**config.mk**
```make
export PLATFORM = sky130hd
export DESIGN_NAME = mem_port_arbiter_flat
export DESIGN_NICKNAME = d
export VERILOG_FILES = /design/src/rtl/mem_port_arbiter_pkg.sv /design/src/rtl/mem_port_arbiter_if.sv /design/src/rtl/mem_port_arb_stats.sv /design/src/rtl/mem_port_arbiter.sv /design/src/flat_wrapper.sv
export SDC_FILE = /design/constraint.sdc
export NUM_CORES = 1
export LEC_CHECK = 0
export ABC_AREA = 1
export BUFFER_PORTS_ARGS = -buffer_cell sky130_fd_sc_hd__buf_2
export CORE_AREA = 2 2 142 144
export CTS_BUF_LIST = sky130_fd_sc_hd__clkbuf_4 sky130_fd_sc_hd__clkbuf_8 sky130_fd_sc_hd__clkbuf_16
export DETAILED_ROUTE_END_ITERATION = 7
export DIE_AREA = 0 0 144 146
export GPL_TIMING_DRIVEN = 0
export PLACE_DENSITY = 0.67
export SKIP_CTS_REPAIR_TIMING = 1
export SYNTH_ARGS = -nofsm -noshare
export SYNTH_HDL_FRONTEND = slang
export SYNTH_SLANG_ARGS = --single-unit
```
**constraint.sdc**
```tcl
create_clock -name clk -period 1.9 [get_ports clk]
set_input_delay 0.19 -clock clk [delete_from_list [all_inputs] [get_ports clk]]
set_output_delay 0.19 -clock clk [all_outputs]
set_load 0.01 [all_outputs]
```
**src/rtl/mem_port_arbiter_pkg.sv**
```systemverilog
// Shared constants and types for the IF/MEM unified-memory port arbiter.
// State encodings, port ids and the saturating-increment helper live here.
package mem_port_arbiter_pkg;

    localparam int WORD_WIDTH      = 32;
    localparam int ARB_WAIT_CYCLES = 2;

    typedef enum logic [1:0] {
        ARB_IDLE   = 2'd0,
        ARB_ACCESS = 2'd1,
        ARB_RESP   = 2'd2
    } arb_state_t;

    typedef enum logic {
        ARB_PORT_IF  = 1'b0,
        ARB_PORT_MEM = 1'b1
    } arb_port_t;

    function automatic logic [31:0] sat_inc(input logic [31:0] v);
        return (v == 32'hFFFF_FFFF) ? v : v + 32'd1;
    endfunction

endpackage

```
**src/rtl/mem_port_arbiter_if.sv**
```systemverilog
// Pipeline-side bundle of the arbiter: IF fetch port, MEM load/store port, freeze.
// master = pipeline stages, slave = arbiter.
interface mem_port_arbiter_if
    import mem_port_arbiter_pkg::*;
#(
    parameter int ADDR_W = 32,
    parameter int DATA_W = WORD_WIDTH
);
    logic              if_req;
    logic [ADDR_W-1:0] if_addr;
    logic [DATA_W-1:0] if_rdata;
    logic              if_ready;
    logic              mem_r_en;
    logic              mem_w_en;
    logic [ADDR_W-1:0] mem_addr;
    logic [DATA_W-1:0] mem_wdata;
    logic [DATA_W-1:0] mem_rdata;
    logic              mem_ready;
    logic              freeze;

    modport master (
        output if_req, if_addr, mem_r_en, mem_w_en, mem_addr, mem_wdata,
        input  if_rdata, if_ready, mem_rdata, mem_ready, freeze
    );

    modport slave (
        input  if_req, if_addr, mem_r_en, mem_w_en, mem_addr, mem_wdata,
        output if_rdata, if_ready, mem_rdata, mem_ready, freeze
    );
endinterface

```
**src/rtl/mem_port_arb_stats.sv**
```systemverilog
// Saturating grant/conflict counters for the memory port arbiter.
// Compiled in only when MEM_PORT_ARB_STATS_EN is defined.
`ifdef MEM_PORT_ARB_STATS_EN
module mem_port_arb_stats
    import mem_port_arbiter_pkg::*;
(
    input  logic        clk,
    input  logic        rst,
    input  logic        if_grant,
    input  logic        mem_grant,
    input  logic        if_conflict,
    output logic [31:0] stat_if_grants,
    output logic [31:0] stat_mem_grants,
    output logic [31:0] stat_conflicts
);

    always_ff @(posedge clk) begin
        if (rst) begin
            stat_if_grants  <= '0;
            stat_mem_grants <= '0;
            stat_conflicts  <= '0;
        end else begin
            if (if_grant)    stat_if_grants  <= sat_inc(stat_if_grants);
            if (mem_grant)   stat_mem_grants <= sat_inc(stat_mem_grants);
            if (if_conflict) stat_conflicts  <= sat_inc(stat_conflicts);
        end
    end

endmodule
`endif

```
**src/rtl/mem_port_arbiter.sv**
```systemverilog
// Fixed-priority (MEM > IF) arbiter sharing one fixed-latency memory between fetch and load/store.
// Optional statistics counters enabled by MEM_PORT_ARB_STATS_EN; otherwise stat_* read as zero.
//
// state      | meaning
// ARB_IDLE   | no access in flight; grant decision made this cycle
// ARB_ACCESS | ram_en held WAIT_CYCLES cycles; read data captured in last one
// ARB_RESP   | ram idle, ready pulse to the granted port
module mem_port_arbiter
    import mem_port_arbiter_pkg::*;
#(
    parameter int ADDR_W      = 32,
    parameter int DATA_W      = WORD_WIDTH,
    parameter int WAIT_CYCLES = ARB_WAIT_CYCLES
)
(
    input  logic              clk,
    input  logic              rst,
    mem_port_arbiter_if.slave bus,
    output logic              ram_en,
    output logic              ram_we,
    output logic [ADDR_W-1:0] ram_addr,
    output logic [DATA_W-1:0] ram_wdata,
    input  logic [DATA_W-1:0] ram_rdata,
    output logic [31:0]       stat_if_grants,
    output logic [31:0]       stat_mem_grants,
    output logic [31:0]       stat_conflicts
);

    localparam logic [3:0] LAST_CNT = 4'(WAIT_CYCLES - 1);

    arb_state_t        state_q, state_d;
    arb_port_t         port_q, grant_port;
    logic              grant;
    logic [ADDR_W-1:0] addr_q;
    logic [DATA_W-1:0] wdata_q;
    logic              we_q;
    logic [3:0]        cnt_q;
    logic [DATA_W-1:0] if_rdata_q, mem_rdata_q;
    logic              if_ready_c, mem_ready_c;

    always_comb begin
        state_d     = state_q;
        grant       = 1'b0;
        grant_port  = ARB_PORT_IF;
        ram_en      = 1'b0;
        if_ready_c  = 1'b0;
        mem_ready_c = 1'b0;
        case (state_q)
            ARB_IDLE: begin
                if (bus.mem_r_en || bus.mem_w_en) begin
                    grant      = 1'b1;
                    grant_port = ARB_PORT_MEM;
                    state_d    = ARB_ACCESS;
                end else if (bus.if_req) begin
                    grant   = 1'b1;
                    state_d = ARB_ACCESS;
                end
            end
            ARB_ACCESS: begin
                ram_en = 1'b1;
                if (cnt_q == LAST_CNT) state_d = ARB_RESP;
            end
            ARB_RESP: begin
                if (port_q == ARB_PORT_MEM) mem_ready_c = 1'b1;
                else                        if_ready_c  = 1'b1;
                state_d = ARB_IDLE;
            end
            default: state_d = ARB_IDLE;
        endcase
    end

    always_ff @(posedge clk) begin
        if (rst) begin
            state_q     <= ARB_IDLE;
            port_q      <= ARB_PORT_IF;
            addr_q      <= '0;
            wdata_q     <= '0;
            we_q        <= 1'b0;
            cnt_q       <= '0;
            if_rdata_q  <= '0;
            mem_rdata_q <= '0;
        end else begin
            state_q <= state_d;
            if (grant) begin
                // Request lines may change after the grant; the access runs on these latches.
                port_q  <= grant_port;
                addr_q  <= (grant_port == ARB_PORT_MEM) ? bus.mem_addr : bus.if_addr;
                wdata_q <= bus.mem_wdata;
                we_q    <= (grant_port == ARB_PORT_MEM) && bus.mem_w_en;
                cnt_q   <= '0;
            end else if (state_q == ARB_ACCESS) begin
                cnt_q <= cnt_q + 4'd1;
                if (cnt_q == LAST_CNT && !we_q) begin
                    if (port_q == ARB_PORT_MEM) mem_rdata_q <= ram_rdata;
                    else                        if_rdata_q  <= ram_rdata;
                end
            end
        end
    end

    assign ram_we    = ram_en && we_q;
    assign ram_addr  = addr_q;
    assign ram_wdata = wdata_q;

    assign bus.if_rdata  = if_rdata_q;
    assign bus.mem_rdata = mem_rdata_q;
    assign bus.if_ready  = if_ready_c;
    assign bus.mem_ready = mem_ready_c;
    assign bus.freeze    = (bus.mem_r_en || bus.mem_w_en) && !mem_ready_c;

`ifdef MEM_PORT_ARB_STATS_EN
    logic if_grant, mem_grant, if_conflict;

    assign if_grant  = grant && (grant_port == ARB_PORT_IF);
    assign mem_grant = grant && (grant_port == ARB_PORT_MEM);
    // A fetch is only "served" on its own grant cycle or while its access is in flight.
    assign if_conflict = bus.if_req &&
                         !(if_grant || (state_q != ARB_IDLE && port_q == ARB_PORT_IF));

    mem_port_arb_stats u_stats (
        .clk             (clk),
        .rst             (rst),
        .if_grant        (if_grant),
        .mem_grant       (mem_grant),
        .if_conflict     (if_conflict),
        .stat_if_grants  (stat_if_grants),
        .stat_mem_grants (stat_mem_grants),
        .stat_conflicts  (stat_conflicts)
    );
`else
    assign stat_if_grants  = '0;
    assign stat_mem_grants = '0;
    assign stat_conflicts  = '0;
`endif

endmodule

```
**src/flat_wrapper.sv**
```systemverilog
// flat-port wrapper written by rule: the top's interface ports become plain ports
module mem_port_arbiter_flat import mem_port_arbiter_pkg::*;
#(
    parameter int ADDR_W      = 32,
    parameter int DATA_W      = WORD_WIDTH,
    parameter int WAIT_CYCLES = ARB_WAIT_CYCLES
)
  (clk, rst, ram_en, ram_we, ram_addr, ram_wdata, ram_rdata, stat_if_grants, stat_mem_grants, stat_conflicts, bus_if_req, bus_if_addr, bus_mem_r_en, bus_mem_w_en, bus_mem_addr, bus_mem_wdata, bus_if_rdata, bus_if_ready, bus_mem_rdata, bus_mem_ready, bus_freeze);
  mem_port_arbiter_if #(.ADDR_W(ADDR_W), .DATA_W(DATA_W)) bus_i ();
  input  logic clk;
  input  logic rst;
  output logic ram_en;
  output logic ram_we;
  output logic [ADDR_W-1:0] ram_addr;
  output logic [DATA_W-1:0] ram_wdata;
  input  logic [DATA_W-1:0] ram_rdata;
  output logic [31:0] stat_if_grants;
  output logic [31:0] stat_mem_grants;
  output logic [31:0] stat_conflicts;
  input wire logic [$bits(bus_i.if_req)-1:0] bus_if_req;
  input wire logic [$bits(bus_i.if_addr)-1:0] bus_if_addr;
  input wire logic [$bits(bus_i.mem_r_en)-1:0] bus_mem_r_en;
  input wire logic [$bits(bus_i.mem_w_en)-1:0] bus_mem_w_en;
  input wire logic [$bits(bus_i.mem_addr)-1:0] bus_mem_addr;
  input wire logic [$bits(bus_i.mem_wdata)-1:0] bus_mem_wdata;
  output wire logic [$bits(bus_i.if_rdata)-1:0] bus_if_rdata;
  output wire logic [$bits(bus_i.if_ready)-1:0] bus_if_ready;
  output wire logic [$bits(bus_i.mem_rdata)-1:0] bus_mem_rdata;
  output wire logic [$bits(bus_i.mem_ready)-1:0] bus_mem_ready;
  output wire logic [$bits(bus_i.freeze)-1:0] bus_freeze;
  assign bus_i.if_req = bus_if_req;
  assign bus_i.if_addr = bus_if_addr;
  assign bus_i.mem_r_en = bus_mem_r_en;
  assign bus_i.mem_w_en = bus_mem_w_en;
  assign bus_i.mem_addr = bus_mem_addr;
  assign bus_i.mem_wdata = bus_mem_wdata;
  assign bus_if_rdata = bus_i.if_rdata;
  assign bus_if_ready = bus_i.if_ready;
  assign bus_mem_rdata = bus_i.mem_rdata;
  assign bus_mem_ready = bus_i.mem_ready;
  assign bus_freeze = bus_i.freeze;
  mem_port_arbiter #(.ADDR_W(ADDR_W), .DATA_W(DATA_W), .WAIT_CYCLES(WAIT_CYCLES)) u_core (.clk(clk), .rst(rst), .bus(bus_i), .ram_en(ram_en), .ram_we(ram_we), .ram_addr(ram_addr), .ram_wdata(ram_wdata), .ram_rdata(ram_rdata), .stat_if_grants(stat_if_grants), .stat_mem_grants(stat_mem_grants), .stat_conflicts(stat_conflicts));
endmodule
```
[After elaboration in Yosys (flattened, before gate mapping)]
Index checks and enable logic that the tools add are counted.
Storage, ports and cells
  output and inout bits: 229
  input port bits: 133
  logic and storage cells: 43
  register bits: 136
Operators by class
  add/sub/neg operators: 1
  muxes and demuxes: 15
  equality and inequality tests: 5
  reductions and logical operators: 12
  bitwise operators: 2
Operator list (count)
  $mux 32: 1
  $mux 1: 10
  $reduce_and 4->1: 2
  $mux 2: 3
  $add 4x1->4 const B: 1
  $eq 4x1->1 const B: 1
  $logic_and 1x1->1: 4
  $pmux 2 s2: 1
  $ne 3x2->1 const B: 1
  $eq 2x1->1 const B: 1
  $eq 2x2->1 const B: 1
  $logic_not 1->1: 2
  $logic_not 2->1: 1
  $ne 2x2->1 const B: 1
  $not 1->1: 2
  $reduce_and 2->1: 1
  $reduce_or 2->1: 1
  $logic_or 1x1->1: 1

[Logic depth before layout (Yosys ltp)]
Gate-level depths: netlist (run 1).
  depth after elaboration: 5
  mapped depth: 8
  gate-level depth less buffers: 7

[Worst setup path after synthesis (run 1)]
Ideal clock, no wire load.
  path kind: register to register
  start: register u_core.cnt_q[0]
  end: register u_core.mem_rdata_q[20] (netlist: u_core.bus.mem_rdata[20])
  cell stages (with the launch flop): 8
  clock period less this slack: 1.376 ns
  arrival: 1.264 ns
  path buffers: 1
  slack: 0.524 ns
  setup time: 0.113 ns
  cells stage by stage: dfxtp_1 -> ha_1 -> nand2_1 -> nor2_1 -> buf_2 -> nand4_1 -> nand2_1 -> nor2_1
On the way
  word-level cells in the longest chain between the ends: 3
Ends and longest elaborated chain
  start: declaration: line mem_port_arbiter.sv:37  | logic [3:0] cnt_q;
  start signal: assignment: line mem_port_arbiter.sv:92  | cnt_q <= cnt_q + 4'd1;
  $eq 4x1->1: line mem_port_arbiter.sv:93  | if (cnt_q == LAST_CNT && !we_q) begin
  $logic_and 1x1->1: line mem_port_arbiter.sv:93
  $reduce_and 4->1 (no source line)
  end signal: assignment: line mem_port_arbiter.sv:94  | if (port_q == ARB_PORT_MEM) mem_rdata_q <= ram_rdata;
  end: declaration: line mem_port_arbiter.sv:38  | logic [DATA_W-1:0] if_rdata_q, mem_rdata_q;
Every way passes these cells.
A chain may end at the register's enable or synchronous reset.

[Worst setup path after layout (run 1)]
  start: register u_core.port_q
  end: output port bus_freeze
On the way
  word-level cells in the longest chain between the ends: 4
Ends and longest elaborated chain
  start: declaration: line mem_port_arbiter.sv:32  | arb_port_t port_q, grant_port;
  start signal: assignment: line mem_port_arbiter.sv:86  | port_q <= grant_port;
  $mux 1: line mem_port_arbiter.sv:64  | if (port_q == ARB_PORT_MEM) mem_ready_c = 1'b1;
  $mux 1: line mem_port_arbiter.sv:48  | case (state_q)
  $logic_not 1->1: line mem_port_arbiter.sv:109  | assign bus.freeze = (bus.mem_r_en || bus.mem_w_en) && !mem_ready_c;
  $logic_and 1x1->1: line mem_port_arbiter.sv:109
  end: declaration: line flat_wrapper.sv:30  | output wire logic [$bits(bus_i.freeze)-1:0] bus_freeze;
Every way passes these cells.

==> results of run 1 <==
==> through the flow <==
| stage | std cells | instance area, um^2 | utilization, % | setup slack [ns] | hold slack, ns |
|---|---|---|---|---|---|
| floorplan | 1016 | 6820 | - | 0.524 | 0.259 |
| global placement | 1546 | 8480 | 43.8 | 0.0582 | 0.378 |
| detailed placement | 1546 | 8480 | 43.8 | 0.0316 | 0.383 |
| CTS | 1576 | 9110 | 47.1 | -0.135 | -0.0666 |
| global route | 1608 | 9440 | 48.8 | 0.0166 | 0.0172 |
| finish | 1608 | 9440 | 48.8 | 0.119 | 0.0150 |
==> cell families after synthesis <==
family	count (synthesis)	synth area share (%)
AOI/OAI and AO/OA	5	0.387
buffers and inverters	195	18.4
xor gates and xnor gates	2	0.271
DFF	136	42.1
adders and majority gates	2	0.387
other	1	0.0580
and+or+nand+nor	580	38.4
==> power breakdown <==
group          leakage [uW]  switching [uW]  total, uW  internal (uW)
clock              0.000302            1290       3570           2280
combinational       0.00389             853       1440            587
sequential          0.00111            86.5       3110           3020
==> final timing paths <==
check	start	endpoint	slack [ns]	cells past startpoint
max reg2reg	u_core.state_q[1]	u_core.bus.mem_rdata[14]	0.21	6
min reg2reg	u_core.bus.if_rdata[8]	u_core.bus.if_rdata[8]	0.46	2
min	rst	u_core.port_q	0.01	2
max	u_core.port_q	bus_freeze	0.12	5
==> flip-flops by register name, indices dropped and copies added (netlist names) <==
register / flops
u_core.we_q: 1
u_core.cnt_q: 4
u_core.ram_addr: 32
u_core.bus.if_rdata: 32
u_core.port_q: 1
u_core.state_q: 2
u_core.bus.mem_rdata: 32
u_core.ram_wdata: 32
==> layer usage <==
layer	global-route usage (%)	up-vias	wire length [um]
met5	0	-	0
met4	5.74	0	440
met1	21.7	3076	8550
met2	32.8	307	10300
li1	-	3527	-
met3	5.66	33	1600
==> cell type report <==
type | count | area [um^2]
buffer | 154 | 1040
clock buffer | 20 | 460
clock inverter | 10 | 170
fill | 1967 | 9900
inverter | 41 | 154
multi-input combinational | 685 | 2910
sequential | 136 | 2720
tap | 265 | 332
timing repair buffer | 297 | 1650
==> layout by cell type (no fill, tap or decap), types with 6 or more instances in the layout <==
master         count
buf_4            105
nand2_1          269
clkbuf_1          19
dfxtp_1          135
nand4_1           32
nor2_1           138
inv_1             38
dlygate4sd3_1     32
nand3_1          128
conb_1            96
buf_6              6
clkbuf_16         17
buf_1              9
buf_2            278
==> cells in the mapped netlist <==
master,count,area share [%]
nand2_1,269,16
nor2_1,139,8.1
dfxtp_1,136,42
nand3_1,128,9.9
buf_4,105,12
inv_1,38,2.2
nand4_1,32,3.1
clkbuf_1,21,1.2
buf_2,13,1.0
buf_1,9,0.52
buf_6,6,1.0
nor2_4,4,0.70
a21oi_1,3,0.23
ha_1,2,0.39
inv_2,2,0.12
nand2_2,2,0.19
nor2_2,2,0.19
o21ai_0,2,0.15
clkinv_1,1,0.058
conb_1,1,0.058
nand4_4,1,0.33
nor3_1,1,0.077
nor3b_1,1,0.12
or2_2,1,0.097
xnor2_1,1,0.14
xor2_1,1,0.14
==> results.md, run 1 <==
- Layout overhead on the synthesized area: 46.0%
- Fmax achieved: 561 MHz
- Startpoint class of the critical path: flop
- Number of H-tree levels: 4
- Routed WL per cell: 13.0 um
- Vias in the first global route: 6128
- PD cells: between 800 and 900 nW/um^2
- Initial Util: 33.4%
- Worst clock skew: around 0.0076 ns
- Vias: 6943
- IO Count: 362
- Max FO, Critical Path: 10
- Crit path max-delay family: buffers and inverters
- Max-slew violation count: 0
- Crit path cell chain: inv_2, clkbuf_2, o21ai_0, inv_1, buf_2
- Crit path time final: 1.78 ns
- Worst VDD drop: 0.636 mV
- CP peak stage delay: 0.35 ns
- Final setup vio count: 0
- DR pass1 iterations: 4
- Synth Instances: 921
- Unrepaired setup endpoints after global routing: no
- Die W: around 140 um
- Die Span Y: approximately 150 um
- Total CTS buffers: 17
- DR iter-0 viols: 341
- Final Power: 8110 uW
- Worst-path clk slew: about 0.060 ns
- Global route total overflow: 0
- Largest net degree at the start of global routing: 17
- Share of cells above drive strength 1: 32.4%
- DP HPWL: approximately 16000 um
- CP required: between 1.5 and 2 ns
- Crit path kind: reg -> out
- Total wire length: 20900 um
- Fin crit share: between 90% and 100%
- Mean post-synth cell area: roughly 7.0 um^2
- Final GP Congestion: 0.831
- Core area: 19300 um^2
- CTS tree: built
- CP Buf/Inv Count: 4
- Slowest-stage cell, CP: dfxtp_2
- Total track usage: around a fifth
- Synth Cell Area: about 6500 um^2
- Measured slew at the worst slew-check pin: approximately 0.8 ns
- Crit path DAT: around 1.6 ns
- Leakage power: 0.00530 uW
- Crit. End Element: output pin
- Initial antenna violation count: 0
- Max-cap viol count: 0
- CTS max path bufs: 2
- Clock sinks: 136
- Synth unique cells: 26
- IO Port Bufs: 265
- Die area: 21000 um^2
- Flops & latches, synth: ~140
- Synth warnings: 0
- CTS root buf: clkbuf_16
- DR vias/cell: 4.32
- Worst-skew pair later-pin latency: 0.42 ns
- First-pass GRT wire length: 31000 um
- Fin nets: around 1.5k
- Outcome: finished clean
- Worst min path class: in -> reg
- Remaining antenna violation count: 0
- Setup TNS: 0 ns
- Final Hold Viols: 0
- Number of remaining DRC errors: 0
- Ant diodes: 0
- Row count: 51
- Relative slew slack: 47.6%
- Sequential cell area fraction in the yosys report: ~42%
Note: power is estimated with default switching activity, not from simulation.
==> inputs of run 2 (changes only) <==
ABC_AREA = not set   (was 1)
CELL_PAD_IN_SITES_DETAIL_PLACEMENT = 0   (was not set)
CELL_PAD_IN_SITES_GLOBAL_PLACEMENT = 1   (was not set)
CORE_AREA = not set   (was 2 2 142 144)
CORE_MARGIN = 1.5   (was not set)
CORE_UTILIZATION = 31   (was not set)
DIE_AREA = not set   (was 0 0 144 146)
PLACE_DENSITY = 0.84   (was 0.67)
==> run 2 against run 1 <==
Effect of this change:
- the run now ends with hold timing left
- utilization decreased by 0.26 points
- clock skew increased by 0.0023 ns
- sequential share of layout area increased by 0.82 points
- largest power group unchanged
- global-route usage decreased by 2.0 points
- power increased by 2.8%
- final area decreased by 2.8%
- clock-buffer cell count decreased by 3
- via count decreased by 25%
==> results.md, run 2 <==
- Mean post-synth cell area: 10.5 um^2 (was 7.02 um^2)
- IO Port Bufs: 265 (unchanged)
- Cell mode on critical path: buf_6
- Final Non-Filler Cells: 1276 (was 1608)
- Crit path time final: 1.74 ns (was 1.78 ns)
- Global route total overflow: 0 (unchanged)
- CTS tree: built (unchanged)
- Crit path cell chain: ha_1, nor3b_4, and3_1, buf_6, buf_6, mux2i_1 (was inv_2, clkbuf_2, o21ai_0, inv_1, buf_2)
- Met1 global-route usage: 18.8% (was 21.7%)
- Vias: 5186 (was 6943)
- Fillers: 1807 (was 1967)
- IO Count: 362 (unchanged)
- Final setup vio count: 0 (unchanged)
- Die area: 20300 um^2 (was 21000 um^2)
- DP HPWL: 13500 um (was 15600 um)
- Worst min path class: in -> reg (unchanged)
- Synth unique cells: 35 (was 26)
- Startpoint class of the critical path: flop (unchanged)
- Clock sinks: 136 (unchanged)
- Violated checks: hold timing
- DR pass1 iterations: 4 (unchanged)
- Relative slew slack: 65.2% (was 47.6%)
- Fin nets: 1138 (was 1467)
- Row count: 50 (was 51)
- Fmax achieved: 575 MHz (was 561 MHz)
- Unrepaired setup endpoints after global routing: no (unchanged)
- Most frequent cells in the layout: buf_2 (276), dfxtp_1 (136), buf_4 (100) (was buf_2 (278), nand2_1 (269), nor2_1 (138))
- Cell taking the most area after synthesis: dfxtp_1 (unchanged)
- Main combinational cell family by area after synthesis: simple AND/OR/NAND/NOR gates (unchanged)
- Number of remaining DRC errors: 0 (unchanged)
- Vias in the first global route: 4839 (was 6128)
- Largest net degree at the start of global routing: 17 (unchanged)
- Synth area leaders: dfxtp_1 (45%), buf_4 (12%), mux2i_1 (11%) (was dfxtp_1 (42%), nand2_1 (16%), buf_4 (12%))
- Synth Instances: 572 (was 921)
- Slowest-stage cell, CP: dfxtp_1 (was dfxtp_2)
- Leakage power: 0.00490 uW (was 0.00530 uW)
- Flops & latches, synth: 136 (unchanged)
- Sequential cell area fraction in the yosys report: 45.2% (was 42.1%)
- CTS max path bufs: 2 (unchanged)
- Share of Yosys cell area claimed by the top area cell type: 45.2% (was 42.1%)
- Synth warnings: 0 (unchanged)
- Reg-to-reg startpoint: u_core.cnt_q[0] (was u_core.state_q[1])
- Max-cap viol count: 0 (unchanged)
- Post-synthesis adder-cell area fraction: 0.416% (was 0.387%)
- Post-synthesis xor/xnor area fraction: 0.291% (was 0.271%)
- CP Buf/Inv Count: 2 (was 4)
- CP peak stage delay: 0.40 ns (was 0.35 ns)
- Initial Util: 31.9% (was 33.4%)
- Crit path from: u_core.cnt_q[0] (was u_core.port_q)
- Number of H-tree levels: 4 (unchanged)
- Fin Hold WS: -0.00136 ns (was 0.0150 ns)
- Post-synthesis mux area share: 10.6% (was 0%)
- Number of synthesized flops with an enable pin: 0 (unchanged)
- Share of cells above drive strength 1: 41.6% (was 32.4%)
- Most common cell after layout, fill and taps aside: buf_2 (unchanged)
- Most common cell in the netlist: dfxtp_1 (was nand2_1)
- Worst VDD drop: 0.494 mV (was 0.636 mV)
- Die W: 142 um (was 144 um)
- Synth Area in Compound Gates: 10.6% (was 0.387%)
- Worst clock skew: 0.00987 ns (was 0.00757 ns)
- Remaining antenna violation count: 0 (unchanged)
- Max-slew violation count: 0 (unchanged)
- PD cells: 910 nW/um^2 (was 860 nW/um^2)
- Ant diodes: 0 (unchanged)
- DR iter-0 viols: 142 (was 341)
- Initial antenna violation count: 1 (was 0)
- Max FO, Critical Path: 10 (unchanged)
- DR vias/cell: 4.06 (was 4.32)
- Total wire length: 17700 um (was 20900 um)
- HP Start: bus_if_addr[22] (was rst)
- Final GP Congestion: 0.768 (was 0.831)
- Die Span Y: 142 um (was 146 um)
- Total CTS buffers: 17 (unchanged)
- Worst-path clk slew: 0.06 ns (about the same)
- First-pass GRT wire length: 25900 um (was 31000 um)
- Synth Area in Simple Gates: 16.8% (was 38.4%)
- Crit. End Element: flop (was output pin)
- Final Core Density: 48.5% (was 48.8%)
- Met3 GRT Util: 6.59% (was 5.66%)
- Synth top cells by count: dfxtp_1 (136), buf_4 (100), nand2b_1 (96) (was nand2_1 (269), nor2_1 (139), dfxtp_1 (136))
- Synth Cell Area: 6020 um^2 (was 6460 um^2)
- GRT met2 Usage: 29.0% (was 32.8%)
- Outcome: complete, but fails checks (was finished clean)
- Crit path max-delay family: simple AND/OR/NAND/NOR gates (was buffers and inverters)
- Worst-skew pair later-pin latency: 0.41 ns (was 0.42 ns)
- CTS root buf: clkbuf_16 (unchanged)
- Setup TNS: 0 ns (unchanged)
- Final Hold Viols: 1 (was 0)
- Async SR Flop Fraction: 0% (unchanged)
- Routed WL per cell: 13.9 um (was 13.0 um)
- Layout overhead on the synthesized area: 52.3% (was 46.0%)
- Total track usage: 16.7% (was 18.7%)
- Core area: 18900 um^2 (was 19300 um^2)
- Measured slew at the worst slew-check pin: 0.522 ns (was 0.785 ns)
- Most used DFF post-synth: dfxtp_1 (unchanged)
- Placed insts: 1192 (was 1546)
- Crit path DAT: 2.07 ns (was 1.59 ns)
- Crit path kind: reg -> reg (was reg -> out)
- GRT busiest layer: met2 (unchanged)
- CP required: 2.23 ns (was 1.71 ns)
- Fin crit share: 91.6% (was 93.8%)
## run 2: layout make-up
type	count	area (um^2)	share of cell area, %
sequential	136	2720	29.7
clock inverter	15	190	2.07
multi-input combinational	393	2700	29.4
timing repair buffer	317	1850	20.1
inverter	2	7.51	0.0819
clock buffer	17	425	4.64
tap	260	325	3.55
buffer	136	953	10.4
## run 2: kinds of logic (layout without fill, tap and decap cells)
family | Yosys count | count (layout)
xor+xnor | 2 | 2
fa+ha+maj | 2 | 2
other cells | 1 | 96
simple gates | 160 | 160
mux | 64 | 64
buf+inv | 138 | 487
compound gates | 69 | 69
flops | 136 | 136
## run 2: routing by layer
metal,part of all wire [%],wire [um]
met3,8.3,1470
met1,40,7090
met4,1.1,198
met5,0.056,10
met2,50,8940
## run 2: per-stage QoR
step           area (um^2)  setup WS, ns  total power, uW
3_3_place_gp          8030         0.143             4840
5_1_grt               9170        0.0153             8750
2_1_floorplan         6380         0.376             4270
4_1_cts               8640        0.0983             8340
6_report              9170         0.160             8340
3_5_place_dp          8030         0.134             4860
## run 2: power breakdown
part | leakage, uW | total (uW) | internal [uW] | switching (uW)
clock network | 0.000293 | 3460 | 2100 | 1360
registers | 0.00111 | 3270 | 3120 | 151
logic | 0.00349 | 1620 | 818 | 799
total | 0.00490 | 8340 | 6030 | 2310
## run 2: worst paths after layout
kind / slack (ns) / to / cells past startpoint
hold / removal: -0.001 / u_core.ram_addr[22] / 2
setup / recovery: 0.16 / u_core.bus.if_rdata[26] / 6
hold reg to reg: 0.47 / u_core.bus.if_rdata[11] / 2
setup reg to reg: 0.16 / u_core.bus.if_rdata[26] / 6
## run 2: worst register-to-register path, stage by stage, from the launching register on
cell and delay (ns):
dfxtp_1 0.40, ha_1 0.18, nor3b_4 0.28, and3_1 0.22, buf_6 0.18, buf_6 0.20
mux2i_1 0.21
==> inputs of run 3 (changes only) <==
--- a/config.mk
+++ b/config.mk
@@ -10,3 +10,3 @@
 export CELL_PAD_IN_SITES_GLOBAL_PLACEMENT = 1
-export CORE_MARGIN = 1.5
+export CORE_MARGIN = 2
 export CORE_UTILIZATION = 31
==> constraint.sdc (replaced) <==
create_clock -name clk -period 1.9 [get_ports clk]
set_input_delay 0.095 -clock clk [delete_from_list [all_inputs] [get_ports clk]]
set_output_delay 0.095 -clock clk [all_outputs]
set_load 0.01 [all_outputs]
==> run 3 against run 2 <==
Effect of this change:
- the run still ends with hold timing left
- non-clock buffer count increased by 46
- utilization is 2.0 points higher
- register-to-register slack about the same
- critical endpoint is now u_core.bus.if_rdata[18]
- worst setup slack lost 0.011 ns
- sequential cell count stayed put
- via count up 6.7%
- die area rose by 1.4%
==> results.md, run 3 (synthesis gave the netlist of run 2 again) <==
- Die area: 20500 um^2 (was 20300 um^2)
- HP Start: ram_rdata[19] (was bus_if_addr[22])
- Crit path cell chain: ha_1, nor3b_4, and3_1, buf_6, buf_6, mux2i_1 (unchanged)
- Core area: 18900 um^2 (unchanged)
- DR pass1 iterations: 6 (was 4)
- Leakage power: 0.00506 uW (was 0.00490 uW)
- Crit path time final: 1.75 ns (was 1.74 ns)
- Setup TNS: 0 ns (unchanged)
- Number of remaining DRC errors: 0 (unchanged)
- First-pass GRT wire length: 26400 um (was 25900 um)
- IO Port Bufs: 265 (unchanged)
- Outcome: complete, but fails checks (unchanged)
- Slowest-stage cell, CP: dfxtp_1 (unchanged)
- Violated checks: hold timing (unchanged)
- DR top layer: met4 (was met5)
- Worst flop-to-flop path endpoint: u_core.bus.if_rdata[18] (was u_core.bus.if_rdata[26])
- Final setup vio count: 0 (unchanged)
- Initial antenna violation count: 0 (was 1)
- Initial Util: 31.9% (unchanged)
- CTS tree: built (unchanged)
- Final Hold Viols: 9 (was 1)
- Max FO, Critical Path: 10 (unchanged)
- Hold path depth: 3 (was 2)
- Met1 WL: 7740 um (was 7090 um)
- Total wire length: 19200 um (was 17700 um)
- Fin crit share: 92.2% (was 91.6%)
- CTS max path bufs: 2 (unchanged)
- Total CTS buffers: 17 (unchanged)
- Crit path max-delay family: simple AND/OR/NAND/NOR gates (unchanged)
- Routed met3 length: 1550 um (was 1470 um)
- Total track usage: 16.6% (was 16.7%)
- Largest net degree at the start of global routing: 17 (unchanged)
- CP peak stage delay: 0.40 ns (about the same)
- Routed WL per cell: 14.5 um (was 13.9 um)
- IO Count: 362 (unchanged)
- Depth of the worst register-to-register path: 6 (unchanged)
- Crit path kind: reg -> reg (unchanged)
- Worst-skew pair later-pin latency: 0.42 ns (was 0.41 ns)
- Max-cap viol count: 0 (unchanged)
- Number of H-tree levels: 4 (unchanged)
- Vias in the first global route: 4930 (was 4839)
- Placed insts: 1192 (unchanged)
- Final Non-Filler Cells: 1323 (was 1276)
- WL met2: 9650 um (was 8940 um)
- Row count: 50 (unchanged)
- Final GP Congestion: 0.804 (was 0.768)
- Worst Hold End: u_core.bus.if_rdata[19] (was u_core.ram_addr[22])
- Most common cell after layout, fill and taps aside: buf_2 (unchanged)
- CTS root buf: clkbuf_16 (unchanged)
- Fmax achieved: 571 MHz (was 575 MHz)
- Remaining antenna violation count: 0 (unchanged)
- Worst VDD drop: 0.562 mV (was 0.494 mV)
- Die W: 143 um (was 142 um)
- Global route total overflow: 0 (unchanged)
- R2r setup slk: 0.15 ns (was 0.16 ns)
- Share of cells above drive strength 1: 39.8% (was 41.6%)
- DP HPWL: 13800 um (was 13500 um)
- Crit. End Element: flop (unchanged)
- Cell mode on critical path: buf_6 (unchanged)
- Worst clock skew: 0.00876 ns (was 0.00987 ns)
- DR vias/cell: 4.18 (was 4.06)
- CP required: 2.24 ns (was 2.23 ns)
- Fin nets: 1184 (was 1138)
- Vias: 5531 (was 5186)
- Layout overhead on the synthesized area: 58.8% (was 52.3%)
- Worst min path class: in -> reg (unchanged)
- Crit path DAT: 2.09 ns (was 2.07 ns)
- Die Span Y: 143 um (was 142 um)
- PD cells: 842 nW/um^2 (was 910 nW/um^2)
- CP Buf/Inv Count: 2 (unchanged)
- DR iter-0 viols: 107 (was 142)
- Fin Hold WS: -0.0228 ns (was -0.00136 ns)
- Unrepaired setup endpoints after global routing: no (unchanged)
- Max-slew violation count: 0 (unchanged)
- Worst-path clk slew: 0.06 ns (about the same)
- Most frequent cells in the layout: buf_2 (276), dfxtp_1 (136), buf_4 (100) (unchanged)
- Clock sinks: 136 (unchanged)
- Startpoint class of the critical path: flop (unchanged)
- Reg-to-reg startpoint: u_core.cnt_q[0] (unchanged)
==> run 3: changes by cell type in the layout (fill, tap and decap cells not counted), sizes merged <==
cell	previous run	this run
diode	0	1
clkbuf	35	36
clkinvlp	3	2
dlygate4sd3	52	98
bufinv	3	0
clkinv	3	8
inv	8	6
==> run 3: final cells by class <==
cell class              count  area (um^2)
multi-input cells         393         2700
plain buffers             136          953
inverters                   2         7.51
flip-flops and latches    136         2720
fillers                  1775         9340
diodes                      1         2.50
clock buffers              18          439
repair buffers            363         2310
well taps                 260          325
clock inverters            14          100
==> run 3: per-stage QoR <==
stage | hold WS (ns) | setup slack (ns) | instance area, um^2 | util (%) | power (uW)
5_1_grt | 0.0000865 | 0.0152 | 9550 | 50.6 | 8450
2_1_floorplan | 0.220 | 0.376 | 6380 | - | 4270
6_report | -0.0228 | 0.148 | 9560 | 50.6 | 8050
4_1_cts | -0.137 | 0.0777 | 8570 | 45.3 | 7960
3_5_place_dp | 0.308 | 0.124 | 8030 | 42.5 | 4860
3_3_place_gp | 0.304 | 0.142 | 8030 | 42.5 | 4850
==> run 3: worst reg2reg max path: stages, from the launching register on <==
cell and delay, ns:
dfxtp_1 0.40, ha_1 0.18, nor3b_4 0.27, and3_1 0.22, buf_6 0.18, buf_6 0.20, mux2i_1 0.23
==> run 3: report_power, final <==
group	switching [uW]	internal, uW
logic	837	881
clock network	1360	1710
registers	148	3120
==> run 3: how the worst max path moves through the flow <==
stage | startpoint | end | slack [ns] | cells after the start
finish | u_core.cnt_q[0] | u_core.bus.if_rdata[18] | 0.15 | 6
CTS | u_core.cnt_q[0] | u_core.bus.if_rdata[18] | 0.08 | 6
floorplan | u_core.cnt_q[0] | u_core.bus.if_rdata[10] | 0.38 | 6
global route | u_core.cnt_q[0] | u_core.bus.if_rdata[23] | 0.02 | 6
detailed placement | u_core.cnt_q[0] | u_core.bus.if_rdata[18] | 0.12 | 6
global placement | u_core.cnt_q[0] | u_core.bus.if_rdata[23] | 0.14 | 6
==> run 3: metal layers <==
layer  vias to the layer above  track usage [%]
met3                        23             6.96
met4                         0             4.80
met1                      2534             18.6
met2                       220             28.9
li1                       2754                -
met5                         -                0
